$ cat src/rtl/regfile_pkg.sv
// Shared register-file definitions: sizing defaults and the writeback-priority state encoding.
// Also used by the register file and the hazard unit.
package regfile_pkg;

    localparam int REG_SIZE     = 16;
    localparam int ADDR_W       = 4;
    localparam int REG_NUMBER   = 8;
    localparam int STARVE_LIMIT = 3;

    typedef enum logic {
        PRIO1 = 1'b0,
        PRIO0 = 1'b1
    } wb_prio_e;

endpackage : regfile_pkg

$ cat src/rtl/wb_prio_fsm.sv
// Writeback priority tracker: counts contested cycles lost by the execute stage
// and flips priority to it once the loss budget is spent.
module wb_prio_fsm
    import regfile_pkg::*;
#(
    parameter int STARVE_LIMIT_P = STARVE_LIMIT
) (
    input  logic clk,
    input  logic rst,
    input  logic req0_valid,
    input  logic req1_valid,
    input  logic same_addr,
    input  logic grant0,
    output logic prefer0
);

    localparam logic [3:0] LIMIT_C = 4'(STARVE_LIMIT_P);

    wb_prio_e   state_q, state_d;
    logic [3:0] starve_cnt_q, starve_cnt_d;
    logic [4:0] cnt_inc;
    logic       contested;

    // Next-state and loss-counter update.
    always_comb begin
        state_d      = state_q;
        starve_cnt_d = starve_cnt_q;
        contested    = req0_valid & req1_valid;
        cnt_inc      = {1'b0, starve_cnt_q} + 5'd1;

        if (grant0 || !req0_valid) begin
            starve_cnt_d = 4'd0;
        end else if (starve_cnt_q == LIMIT_C) begin
            starve_cnt_d = starve_cnt_q;
        end else begin
            starve_cnt_d = cnt_inc[3:0];
        end

        case (state_q)
            PRIO1: begin
                if (contested && !grant0 && (cnt_inc == {1'b0, LIMIT_C})) begin
                    state_d = PRIO0;
                end else begin
                    state_d = PRIO1;
                end
            end
            PRIO0: begin
                // A same-address loss leaves us here; only an actual grant releases priority.
                if (grant0) begin
                    state_d = PRIO1;
                end else begin
                    state_d = PRIO0;
                end
            end
            default: state_d = PRIO1;
        endcase
    end

    // State and counter registers.
    always_ff @(posedge clk) begin
        if (rst) begin
            state_q      <= PRIO1;
            starve_cnt_q <= 4'd0;
        end else begin
            state_q      <= state_d;
            starve_cnt_q <= starve_cnt_d;
        end
    end

    // Program order outranks fairness: on a shared destination the older write goes first.
    assign prefer0 = (state_q == PRIO0) & ~same_addr;

endmodule : wb_prio_fsm

$ cat src/rtl/regfile_wb_arbiter.sv
// Arbitrates the register file's single write port between the execute (req0) and
// memory (req1) writeback requesters, with a registered write port and a decode bypass.
module regfile_wb_arbiter
    import regfile_pkg::*;
#(
    parameter int REG_SIZE_P     = REG_SIZE,
    parameter int ADDR_W_P       = ADDR_W,
    parameter int REG_NUMBER_P   = REG_NUMBER,
    parameter int STARVE_LIMIT_P = STARVE_LIMIT
) (
    input  logic                  clk,
    input  logic                  rst,
    input  logic                  req0_valid,
    input  logic [ADDR_W_P-1:0]   req0_addr,
    input  logic [REG_SIZE_P-1:0] req0_data,
    output logic                  req0_ready,
    input  logic                  req1_valid,
    input  logic [ADDR_W_P-1:0]   req1_addr,
    input  logic [REG_SIZE_P-1:0] req1_data,
    output logic                  req1_ready,
    output logic                  Data_write1,
    output logic [ADDR_W_P-1:0]   write_addr1,
    output logic [REG_SIZE_P-1:0] write_data1,
    input  logic [ADDR_W_P-1:0]   byp_addr,
    output logic                  byp_hit,
    output logic [REG_SIZE_P-1:0] byp_data,
    output logic                  illegal_wr
);

    logic                  same_addr;
    logic                  prefer0;
    logic                  grant0;
    logic                  grant1;
    logic                  accept;
    logic                  win_legal;
    logic [ADDR_W_P-1:0]   win_addr;
    logic [REG_SIZE_P-1:0] win_data;

    logic                  data_write1_q, data_write1_d;
    logic [ADDR_W_P-1:0]   write_addr1_q, write_addr1_d;
    logic [REG_SIZE_P-1:0] write_data1_q, write_data1_d;
    logic                  illegal_wr_q,  illegal_wr_d;

    assign same_addr = (req0_addr == req1_addr);

    wb_prio_fsm #(
        .STARVE_LIMIT_P (STARVE_LIMIT_P)
    ) u_prio (
        .clk        (clk),
        .rst        (rst),
        .req0_valid (req0_valid),
        .req1_valid (req1_valid),
        .same_addr  (same_addr),
        .grant0     (grant0),
        .prefer0    (prefer0)
    );

    // Grant mux: a lone requester always wins, contention follows the priority tracker.
    always_comb begin
        grant0    = ~rst & req0_valid & (~req1_valid | prefer0);
        grant1    = ~rst & req1_valid & (~req0_valid | ~prefer0);
        accept    = grant0 | grant1;
        if (grant0) begin
            win_addr = req0_addr;
            win_data = req0_data;
        end else begin
            win_addr = req1_addr;
            win_data = req1_data;
        end
        win_legal = ({1'b0, win_addr} < (ADDR_W_P + 1)'(REG_NUMBER_P));
    end

    assign req0_ready = grant0;
    assign req1_ready = grant1;

    // Write-port load: illegal destinations consume the slot but never reach the register file.
    always_comb begin
        data_write1_d = accept & win_legal;
        illegal_wr_d  = accept & ~win_legal;
        write_addr1_d = write_addr1_q;
        write_data1_d = write_data1_q;
        if (accept && win_legal) begin
            write_addr1_d = win_addr;
            write_data1_d = win_data;
        end else begin
            write_addr1_d = write_addr1_q;
            write_data1_d = write_data1_q;
        end
    end

    // Write-port registers.
    always_ff @(posedge clk) begin
        if (rst) begin
            data_write1_q <= 1'b0;
            write_addr1_q <= '0;
            write_data1_q <= '0;
            illegal_wr_q  <= 1'b0;
        end else begin
            data_write1_q <= data_write1_d;
            write_addr1_q <= write_addr1_d;
            write_data1_q <= write_data1_d;
            illegal_wr_q  <= illegal_wr_d;
        end
    end

    assign Data_write1 = data_write1_q;
    assign write_addr1 = write_addr1_q;
    assign write_data1 = write_data1_q;
    assign illegal_wr  = illegal_wr_q;

    assign byp_hit  = data_write1_q & (write_addr1_q == byp_addr);
    assign byp_data = byp_hit ? write_data1_q : '0;

endmodule : regfile_wb_arbiter

$ cat config.mk
export PLATFORM = sky130hd
export DESIGN_NAME = regfile_wb_arbiter
export DESIGN_NICKNAME = d
export VERILOG_FILES = /design/src/rtl/regfile_pkg.sv /design/src/rtl/wb_prio_fsm.sv /design/src/rtl/regfile_wb_arbiter.sv
export SDC_FILE = /design/constraint.sdc
export NUM_CORES = 1
export LEC_CHECK = 0
export BUFFER_PORTS_ARGS = -buffer_cell sky130_fd_sc_hd__buf_2
export CAP_MARGIN = 20
export CORE_ASPECT_RATIO = 1.75
export CORE_MARGIN = 5
export CORE_UTILIZATION = 40
export CTS_CLUSTER_DIAMETER = 100
export DETAILED_ROUTE_END_ITERATION = 6
export PLACE_DENSITY = 0.75
export RECOVER_POWER = 25
export SKIP_CTS_REPAIR_TIMING = 1
export SLEW_MARGIN = 20
export SYNTH_ARGS = -nofsm -noshare
export SYNTH_HDL_FRONTEND = slang
export SYNTH_SLANG_ARGS = --single-unit
$ cat constraint.sdc
create_clock -name clk -period 4 [get_ports clk]
set_clock_uncertainty 0.05 [all_clocks]
set_input_delay 0.8 -clock clk [delete_from_list [all_inputs] [get_ports clk]]
set_output_delay 0.8 -clock clk [all_outputs]
set_load 0.02 [all_outputs]
# Yosys cells after proc, flatten, opt, wreduce, memory -nomap -nowiden
# Cells that the tools add are included.
# W data, S select, Z words.
[op_classes] n_addsub=1 n_bitwise=19 magnitude_cmp=1 n_eq_ne=4 mux=6 reduce_logical=7
[ops] operator="$mux W16" n=2
[ops] operator="$and A1 B1 Y1" n=9
[ops] operator="$eq A4 B4 Y1" n=2
[ops] operator="$not A1 Y1" n=7
[ops] operator="$add A4 B1 Y5 const B" n=1
[ops] operator="$eq A5 B2 Y1 const B" n=1
[ops] operator="$eq A4 B2 Y1 const B" n=1
[ops] operator="$lt A4 B4 Y1 const B" n=1
[ops] operator="$mux W4" n=1
[ops] operator="$logic_and A1 B1 Y1" n=3
[ops] operator="$or A1 B1 Y1" n=3
[ops] operator="$logic_not A1 Y1" n=2
[ops] operator="$mux W1" n=2
[ops] operator="$pmux W1 S2" n=1
[ops] operator="$reduce_or A2 Y1" n=1
[ops] operator="$logic_or A1 B1 Y1" n=1
[totals] output_inout_bits=41 regBits=27 input_bits=48

# Longest topological paths before layout
# Gate-level depths: netlist of run 1.
[depth] depth_word=10 ltp_mapped=7 mapped_depth_nobuf=6

# Hierarchy
# From an unflattened synthesis of run 1, not the netlist that was laid out.
[unflattened] hier_cells=135 area_unflattened_um2=1487.7
[by_module_without_submodules] mod="regfile_wb_arbiter" cells_each=108 instances=1 area_per_inst_um2=1234.9
[by_module_without_submodules] mod="wb_prio_fsm" cells_each=27 instances=1 area_per_inst_um2=252.7

# Least setup slack after synthesis of run 1
# Ideal clock, no wire load.
[synth_path] kind="input port to output port" startpoint="in byp_addr[2]" endpoint="out byp_data[10]" arrival_time_ns=2.169 stages=4 path_slack_ns=0.981 required_time_ns=3.150 n_path_buf=1 path_cell_list="xor2_1 > nor4_1 > clkbuf_1 > and2_1"
[synth_between] elab_chain_len=3
[synth_rtl] element="start: declaration" line="regfile_wb_arbiter.sv:24" rtl="input logic [ADDR_W_P-1:0] byp_addr,"
[synth_rtl] element="$eq A4 B4 Y1" line="regfile_wb_arbiter.sv:111" rtl="assign byp_hit = data_write1_q & (write_addr1_q == byp_addr);"
[synth_rtl] element="$and A1 B1 Y1" line="regfile_wb_arbiter.sv:111"
[synth_rtl] element="net byp_hit" line="regfile_wb_arbiter.sv:25" rtl="output logic byp_hit,"
[synth_rtl] element="$mux W16" line="regfile_wb_arbiter.sv:112" rtl="assign byp_data = byp_hit ? write_data1_q : '0;"
[synth_rtl] element="end: declaration" line="regfile_wb_arbiter.sv:26" rtl="output logic [REG_SIZE_P-1:0] byp_data,"
# The timed path passes the listed nets, and every way through them passes these cells.

# Worst setup path in the final report of run 1
[layout_path] startpoint="in req0_addr[0]" endpoint="out req0_ready"
[layout_between] elab_chain_len=5
[layout_rtl] element="start: declaration" line="regfile_wb_arbiter.sv:14" rtl="input logic [ADDR_W_P-1:0] req0_addr,"
[layout_rtl] element="$eq A4 B4 Y1" line="regfile_wb_arbiter.sv:44" rtl="assign same_addr = (req0_addr == req1_addr);"
[layout_rtl] element="$not A1 Y1" line="wb_prio_fsm.sv:71" rtl="assign prefer0 = (state_q == PRIO0) & ~same_addr;"
[layout_rtl] element="$and A1 B1 Y1" line="wb_prio_fsm.sv:71"
[layout_rtl] element="$or A1 B1 Y1" line="regfile_wb_arbiter.sv:60" rtl="grant0 = ~rst & req0_valid & (~req1_valid | prefer0);"
[layout_rtl] element="$and A1 B1 Y1" line="regfile_wb_arbiter.sv:60"
[layout_rtl] element="end: declaration" line="regfile_wb_arbiter.sv:16" rtl="output logic req0_ready,"
# Every way passes these cells.

==> results.sh, run 1 <==
export IMPL_outcome="completed"
export IMPL_remaining_drc_errors=0
export IMPL_numCtsBuffers=3
export IMPL_synth_edf_count=0
export IMPL_area_delta_synth_final_pct=29.2
export IMPL_power_density_nw_per_um2=277
export IMPL_synth_nets=238
export IMPL_dr_pass1_iters=4
export IMPL_grt_pass1_vias=1577
export IMPL_synth_common_cells="27 x dfxtp_1, 20 x inv_1, 19 x o221a_1"
export IMPL_cts_tree="yes"
export IMPL_cts_buffer_depth=2
export IMPL_path_clk_slew_ns=0.09
export IMPL_grt_max_degree=42
export IMPL_rows=31
export IMPL_synth_area_leaders="dfxtp_1 33%, o221a_1 13%, a31o_2 9.0%, a31oi_1 6.5%, and2_1 6.5%"
export IMPL_vias=1691
export IMPL_wirelength_um=4580
export IMPL_num_io_pins=89
export IMPL_total_power_uw=590
export IMPL_grt_overflow_total=0
export IMPL_synth_seq_area_share_pct=32.8
export IMPL_io_buffers=88
export IMPL_cp_slowest_cell="nor4_2"
export IMPL_core_area_um2=4070
export IMPL_drtIter0Drc=32
export IMPL_ys_async_sr_fraction_pct=0
export IMPL_dp_hpwl_um=3500
export IMPL_holdWs_ns=0.483
export IMPL_synthCells=188
export IMPL_cp_common_cell="buf_2"
export IMPL_synth_top_area_share_pct=32.8
export IMPL_cp_num_buf_inv=2
export IMPL_htree_levels=1
export IMPL_min_period_ns=2.89
export IMPL_avgSynthCellArea_um2=8.77
export IMPL_rsz0062_at_grt="no"
export IMPL_worstPathArrival_ns=2.04
export IMPL_tns_ns=0
export IMPL_ir_drop_mv=0.166
export IMPL_wire_per_inst_um=14.5
export IMPL_cp_top_family="simple AND/OR/NAND/NOR gates"
export IMPL_seq_area_um2=541
export IMPL_antenna_found_initial=0
export IMPL_die_area_um2=5550
export IMPL_ys_ff_latch=27
export IMPL_nNetsFinal=319
export IMPL_viasPerCell=5.33
export IMPL_finalCritPeriodShare_pct=72.3
export IMPL_max_freq_ghz=0.346
export IMPL_syn_cell_area_um2=1650
export IMPL_final_area_um2=2130
export IMPL_drive_above_1_share_pct=37.7
export IMPL_crit_chain="buf_2 -> xor2_1 -> nor4_2 -> o21ai_1 -> nand2_1 -> nor2_1 -> buf_2"
export IMPL_detail_route_antenna_nets=0
export IMPL_clock_latency_ns=0.26
export IMPL_setup_violations=0
export IMPL_clock_sink_count=27
export IMPL_synth_cell_types=32
export IMPL_postPlaceCellArea_um2=2100
export IMPL_slew_violations=0
export IMPL_clockRootBuffer="clkbuf_8"
export IMPL_die_w_um=58.5
export IMPL_place_congestion=0.747
export IMPL_n_antenna_cell=0
export IMPL_synth_most_common_cell="dfxtp_1"
export IMPL_start_kind="input pin"
export IMPL_hold_viol=0
export IMPL_slew_headroom_pct=55.3
export IMPL_cp_data_required_time_ns=3.15
export IMPL_die_height_um=94.9
export IMPL_start_util_pct=40.5
export IMPL_yosys_warnings=0
export IMPL_ys_flop_type="dfxtp_1"
export IMPL_grt_pass1_wl_um=7330
export IMPL_end_kind="output pin"
export IMPL_multi_input_area_um2=963
export IMPL_fillers=445
export IMPL_yosys_area_top_type="dfxtp_1"
export IMPL_grt_usage_pct=16.7
export IMPL_crit_type="in -> out"
export IMPL_maxCapViolations=0
export IMPL_worst_slew_pin_slew_ns=0.669
export IMPL_cpPeakStageDelay_ns=0.49
export IMPL_hp_class="reg -> reg"
export IMPL_worstPathMaxFanout=3
export IMPL_p_leak_nw=1.00
## final timing paths
path	startpoint	to	slack (ns)	cells after the start
hold reg to reg	write_addr1[3]$_SDFFE_PP0P_	write_addr1[3]$_SDFFE_PP0P_	0.48	1
setup reg to reg	u_prio.state_q$_SDFF_PP0_	write_data1[7]$_SDFFE_PP0P_	1.97	5
setup / recovery	req0_addr[0]	req0_ready	1.11	7
hold / removal	write_addr1[3]$_SDFFE_PP0P_	write_addr1[3]$_SDFFE_PP0P_	0.48	1
## power breakdown
group / leakage, nW / switching [mW] / internal [mW]
registers: 0.221 / 0.0121 / 0.284
clock network: 0.0228 / 0.0833 / 0.0713
logic: 0.756 / 0.0803 / 0.0589
total: 1.00 / 0.176 / 0.415
## metal layers
| layer | global-route usage, % | share of wire, % | vias up |
|---|---|---|---|
| met2 | 29.5 | 54 | 49 |
| met5 | 0 | 0 | - |
| met3 | 2.60 | 6.6 | 6 |
| li1 | - | - | 853 |
| met1 | 18.9 | 37 | 783 |
| met4 | 8.12 | 1.9 | 0 |
## cell families (layout without fill, tap and decap cells)
kind of cell               Yosys count  count (layout)  synth area share, %
buffers and inverters               35             115                 9.49
DFF                                 27              27                 32.8
xor gates and xnor gates            10              10                 5.32
muxes                                1               1                0.683
adders and majority gates            2               2                 1.52
AOI/OAI and AO/OA                   66              66                 34.5
and+or+nand+nor                     47              47                 15.7
## per-stage QoR
stage / utilization (%) / worst slack, ns / instances
2_1_floorplan: - / 0.981 / 188
3_3_place_gp: 51.5 / 1.09 / 313
3_5_place_dp: 51.5 / 1.04 / 313
4_1_cts: 52.6 / 1.19 / 317
5_1_grt: 52.3 / 0.986 / 317
6_report: 52.3 / 1.11 / 317
## worst reg2reg max path, delay by kind of cell, from the launching register on
kind               cells  cell delay (ns)
DFF                    1             0.35
AOI/OAI and AO/OA      3             0.93
and+or+nand+nor        2             0.64
## state kept, by name, indices dropped and copies added (netlist names)
signal / cells
write_addr1: 4
u_prio.state_q: 1
u_prio.starve_cnt_q: 4
write_data1: 16
illegal_wr: 1
Data_write1: 1
## area by class of cell
type                    instances  area share, %
flip-flops and latches         27           25.4
repair buffers                 91           20.8
well taps                      49           2.88
clock buffers                   4           2.12
inverters                      20           3.53
multi-input cells             126           45.3
## placed cells by master (no fill, tap or decap), drive strengths merged
cell type,n
or3b,1
nor3b,1
o21ai,3
and2,17
a211oi,4
a31o,17
o31a,1
o41a,1
a21oi,3
ha,2
or3,1
buf,75
nor4,2
xnor2,2
dfxtp,27
inv,20
nor3,3
o221a,19
a31oi,17
nand2,8
o211ai,1
nor2,11
mux2,1
clkbuf,20
xor2,8
nand3,3
Note: power is estimated with default switching activity, not from simulation.
==> run 2, diff against run 1 <==
--- a/config.mk
+++ b/config.mk
@@ -12,7 +12,7 @@
 export CORE_UTILIZATION = 40
 export CTS_CLUSTER_DIAMETER = 100
 export DETAILED_ROUTE_END_ITERATION = 6
-export PLACE_DENSITY = 0.75
+export PLACE_DENSITY = 0.78
 export RECOVER_POWER = 25
 export SKIP_CTS_REPAIR_TIMING = 1
 export SLEW_MARGIN = 20
==> constraint.sdc (replaced) <==
create_clock -name clk -period 2.45 [get_ports clk]
set_clock_uncertainty 0.05 [all_clocks]
set_input_delay 0.49 -clock clk [delete_from_list [all_inputs] [get_ports clk]]
set_output_delay 0.49 -clock clk [all_outputs]
set_load 0.02 [all_outputs]
==> run 2 against run 1 <==
Global-route usage up 0.23 points. Clock-buffer cell count unchanged. Sequential share of layout area decreased by 0.19 points.
==> results.sh, run 2 (same netlist as run 1, synthesis figures left out) <==
export IMPL_outcome="completed"
export IMPL_post_place_ws_ns=0.134
export IMPL_r2r_cells=4
export IMPL_max_freq_ghz=0.449
export IMPL_clock_latency_ns=0.27
export IMPL_critPathLaunch="req0_addr[0]"
export IMPL_power_density_nw_per_um2=457
export IMPL_htree_levels=1
export IMPL_p_int_uw=681
export IMPL_switching_share_pct=30.5
export IMPL_r2r_slack_ns=0.69
export IMPL_seqPwrFrac_pct=49.4
export IMPL_cts_buffer_depth=2
export IMPL_dp_cells=316
export IMPL_seq_area_um2=541
export IMPL_drive_above_1_share_pct=38.4
export IMPL_layout_commonest_cell="buf_2"
export IMPL_grt_pass1_wl_um=7430
export IMPL_vias=1709
export IMPL_min_period_ns=2.23
export IMPL_die_height_um=94.9
export IMPL_cts_tree="yes"
export IMPL_tns_ns=0
export IMPL_p_leak_nw=1.01
export IMPL_grt_overflow_total=0
export IMPL_worstPathMaxFanout=3
export IMPL_largest_register_ffs=16
export IMPL_setup_violations=0
export IMPL_area_delta_synth_final_pct=30.1
export IMPL_rr_startpoint="u_prio.state_q$_SDFF_PP0_"
export IMPL_clock_sink_count=27
export IMPL_final_cells=320
export IMPL_postPlaceCellArea_um2=2120
export IMPL_final_cell_mix="72 x buf_2, 27 x dfxtp_1, 20 x inv_1"
export IMPL_fillers=440
export IMPL_place_congestion=0.803
export IMPL_crit_type="in -> out"
export IMPL_total_power_uw=980
export IMPL_multi_input_area_um2=957
export IMPL_remaining_drc_errors=0
export IMPL_grt_max_degree=42
export IMPL_num_io_pins=89
export IMPL_grt_usage_pct=16.9
export IMPL_slew_violations=0
export IMPL_finalCritPeriodShare_pct=90.8
export IMPL_r2r_end="write_data1[11]$_SDFFE_PP0P_"
export IMPL_final_area_um2=2140
export IMPL_holdWs_ns=0.429
export IMPL_numCtsBuffers=3
export IMPL_dp_hpwl_um=3710
export IMPL_ir_drop_mv=0.317
export IMPL_wire_per_inst_um=14.7
export IMPL_die_w_um=58.5
export IMPL_wirelength_um=4700
export IMPL_drtIter0Drc=44
export IMPL_detail_route_antenna_nets=0
export IMPL_end_kind="output pin"
export IMPL_worst_slew_pin_slew_ns=0.956
export IMPL_viasPerCell=5.34
export IMPL_maxCapViolations=0
export IMPL_critPathCapture="req0_ready"
export IMPL_path_clk_slew_ns=0.10
export IMPL_dr_pass1_iters=4
export IMPL_switchingPower_uw=298
export IMPL_core_area_um2=4070
export IMPL_hp_class="in -> reg"
export IMPL_io_buffers=88
export IMPL_n_antenna_cell=0
export IMPL_nNetsFinal=322
export IMPL_rsz0062_at_grt="no"
export IMPL_start_util_pct=40.5
export IMPL_start_kind="input pin"
export IMPL_comb_power_share_pct=23.8
export IMPL_clockPowerShare_pct=26.8
export IMPL_hold_viol=0
export IMPL_cp_data_required_time_ns=1.91
export IMPL_rows=31
export IMPL_antenna_found_initial=0
export IMPL_worstPathArrival_ns=1.69
export IMPL_slew_headroom_pct=35.9
export IMPL_fin_util_pct=52.7
export IMPL_clockRootBuffer="clkbuf_8"
export IMPL_grt_pass1_vias=1720
export IMPL_die_area_um2=5550
export IMPL_setup_slack_ns=0.224
## run 2: power groups by stage
stage | Sequential (mW) | Clock (mW) | Combinational, mW
after floorplan | 0.521 | 0 | 0.120
after global placement | 0.492 | 0 | 0.234
after detailed placement | 0.494 | 0 | 0.240
after CTS | 0.484 | 0.272 | 0.241
after global routing | 0.488 | 0.287 | 0.254
final | 0.484 | 0.263 | 0.233
## run 2: worst min-delay path by stage
stage / start / endpoint / depth (start not counted)
after floorplan: u_prio.starve_cnt_q[1]$_SDFFE_PP0P_ / u_prio.starve_cnt_q[1]$_SDFFE_PP0P_ / 2
after global placement: write_addr1[3]$_SDFFE_PP0P_ / write_addr1[3]$_SDFFE_PP0P_ / 1
after detailed placement: write_addr1[3]$_SDFFE_PP0P_ / write_addr1[3]$_SDFFE_PP0P_ / 1
after CTS: req1_data[3] / write_data1[3]$_SDFFE_PP0P_ / 2
after global routing: req1_data[3] / write_data1[3]$_SDFFE_PP0P_ / 2
final: req1_data[3] / write_data1[3]$_SDFFE_PP0P_ / 2
## run 2: final cells by class
class                      count  area share [%]
tap                           49            2.86
inverter                      20            3.50
multi-input combinational    126            44.6
timing repair buffer          94            21.7
clock buffer                   4            2.10
sequential                    27            25.2
## run 2: per-layer routing
metal  track usage [%]  vias up  wire length, um
met5                 0        -                0
met4              7.35        0               69
met3              2.46        6              264
met2              33.3       53             2700
met1              16.6      785             1660
li1                  -      865                -
## run 2: critical path, stage by stage
cell and delay [ns]:
buf_2 0.11, xor2_1 0.18, nor4_2 0.43, o21ai_1 0.16, nand2_1 0.09, nor2_1 0.04, buf_2 0.18
==> run 3, diff against run 2 <==
--- a/config.mk
+++ b/config.mk
@@ -10,6 +10,7 @@
 export CORE_ASPECT_RATIO = 1.75
 export CORE_MARGIN = 5
 export CORE_UTILIZATION = 40
+export CTS_BUF_LIST = sky130_fd_sc_hd__clkbuf_8 sky130_fd_sc_hd__clkbuf_16
 export CTS_CLUSTER_DIAMETER = 100
 export DETAILED_ROUTE_END_ITERATION = 6
 export PLACE_DENSITY = 0.78
==> run 3 against run 2 <==
Via count unchanged. Combinational power barely moved. First-iteration DRC count did not move. Sequential power hardly changed. Register-to-register slack is essentially flat. Critical path depth is the same. Global-route usage unchanged. Final cell count unchanged. Sequential share of layout area unchanged. Die area stayed put. Design area is the same. Hold slack is the same. Largest cell class unchanged. Largest power group unchanged.
==> results.sh, run 3 (same netlist as run 1, synthesis figures left out) <==
export IMPL_layout_commonest_cell="buf_2"
export IMPL_seq_area_um2=541
export IMPL_multi_input_area_um2=957
export IMPL_vias=1709
export IMPL_final_cell_mix="72 x buf_2, 27 x dfxtp_1, 21 x inv_1"
export IMPL_grt_overflow_total=0
export IMPL_r2r_slack_ns=0.69
export IMPL_place_congestion=0.803
export IMPL_die_w_um=58.5
export IMPL_dr_pass1_iters=4
export IMPL_die_area_um2=5550
export IMPL_n_antenna_cell=0
export IMPL_slew_headroom_pct=35.9
export IMPL_switching_share_pct=30.6
export IMPL_viasPerCell=5.34
export IMPL_tns_ns=0
export IMPL_largest_register_ffs=16
export IMPL_comb_power_share_pct=23.9
export IMPL_hp_class="in -> reg"
export IMPL_setup_violations=0
export IMPL_num_io_pins=89
export IMPL_hold_path_startpoint="req1_data[3]"
export IMPL_grt_usage_pct=16.9
export IMPL_cts_buffer_depth=2
export IMPL_start_util_pct=40.5
export IMPL_worstPathMaxFanout=3
export IMPL_grt_pass1_vias=1722
export IMPL_start_kind="input pin"
export IMPL_die_height_um=94.9
export IMPL_critPathLaunch="req0_addr[0]"
export IMPL_remaining_drc_errors=0
export IMPL_p_leak_nw=1.02
export IMPL_detail_route_antenna_nets=0
export IMPL_slew_violations=0
export IMPL_grt_pass1_wl_um=7430
export IMPL_hold_viol=0
export IMPL_min_period_ns=2.23
export IMPL_final_area_um2=2140
export IMPL_worst_slew_pin_slew_ns=0.956
export IMPL_fillers=440
export IMPL_htree_levels=1
export IMPL_ir_drop_mv=0.317
export IMPL_postPlaceCellArea_um2=2120
export IMPL_rr_startpoint="u_prio.state_q$_SDFF_PP0_"
export IMPL_wirelength_um=4700
export IMPL_clockPowerShare_pct=26.5
export IMPL_clock_latency_ns=0.27
export IMPL_cts_tree="yes"
export IMPL_io_buffers=88
export IMPL_area_delta_synth_final_pct=30.1
export IMPL_total_power_uw=976
export IMPL_grt_max_degree=42
export IMPL_p_int_uw=677
export IMPL_crit_type="in -> out"
export IMPL_drtIter0Drc=44
export IMPL_clock_sink_count=27
export IMPL_rows=31
export IMPL_clockRootBuffer="clkbuf_8"
export IMPL_antenna_found_initial=0
export IMPL_dp_hpwl_um=3710
export IMPL_seqPwrFrac_pct=49.6
export IMPL_path_clk_slew_ns=0.10
export IMPL_end_kind="output pin"
export IMPL_max_freq_ghz=0.449
export IMPL_holdWs_ns=0.429
export IMPL_core_area_um2=4070
export IMPL_maxCapViolations=0
export IMPL_switchingPower_uw=298
export IMPL_wire_per_inst_um=14.7
export IMPL_rsz0062_at_grt="no"
export IMPL_cp_data_required_time_ns=1.91
export IMPL_nNetsFinal=322
export IMPL_finalCritPeriodShare_pct=90.8
export IMPL_power_density_nw_per_um2=455
export IMPL_post_place_ws_ns=0.134
export IMPL_outcome="completed"
export IMPL_drive_above_1_share_pct=38.4
export IMPL_setup_slack_ns=0.224
export IMPL_worstPathArrival_ns=1.69
export IMPL_numCtsBuffers=3
[run 3: cell types whose count changed in the layout (fill, tap and decap cells not counted)]
cell      before  now
inv_1         20   21
clkbuf_1      17   16
[run 3: stage by stage]
step | std cells | utilization, %
6_report | 320 | 52.7
5_1_grt | 320 | 52.7
4_1_cts | 320 | 53.1
3_5_place_dp | 316 | 52.0
3_3_place_gp | 316 | 52.0
2_1_floorplan | 188 | -
[run 3: final cells by class]
class | instances | area share (%)
clock inverters | 1 | 0.175
inverters | 20 | 3.50
repair buffers | 94 | 21.7
flip-flops and latches | 27 | 25.2
well taps | 49 | 2.86
clock buffers | 3 | 1.93
multi-input cells | 126 | 44.6
[run 3: worst paths after layout]
kind	cells past startpoint	to
max	7	req0_ready
min	2	write_data1[3]$_SDFFE_PP0P_
max reg2reg	4	write_data1[11]$_SDFFE_PP0P_
min reg2reg	1	write_addr1[3]$_SDFFE_PP0P_
[run 3: per-layer routing]
layer | global-route usage (%) | up-vias | wire length [um]
li1 | - | 865 | -
met1 | 16.6 | 785 | 1660
met2 | 33.3 | 53 | 2700
met3 | 2.46 | 6 | 264
met4 | 7.35 | 0 | 69
met5 | 0 | - | 0
[run 3: critical path, stage by stage]
cell and delay [ns]:
buf_2 0.11, xor2_1 0.18, nor4_2 0.43, o21ai_1 0.16, nand2_1 0.09, nor2_1 0.04
buf_2 0.18
[run 3: power by group through the flow]
stage / clock network (mW) / logic, mW / registers (mW)
after floorplan: 0 / 0.120 / 0.521
after global placement: 0 / 0.234 / 0.492
after detailed placement: 0 / 0.240 / 0.494
final: 0.259 / 0.233 / 0.484
after global routing: 0.283 / 0.254 / 0.488
after CTS: 0.269 / 0.241 / 0.484
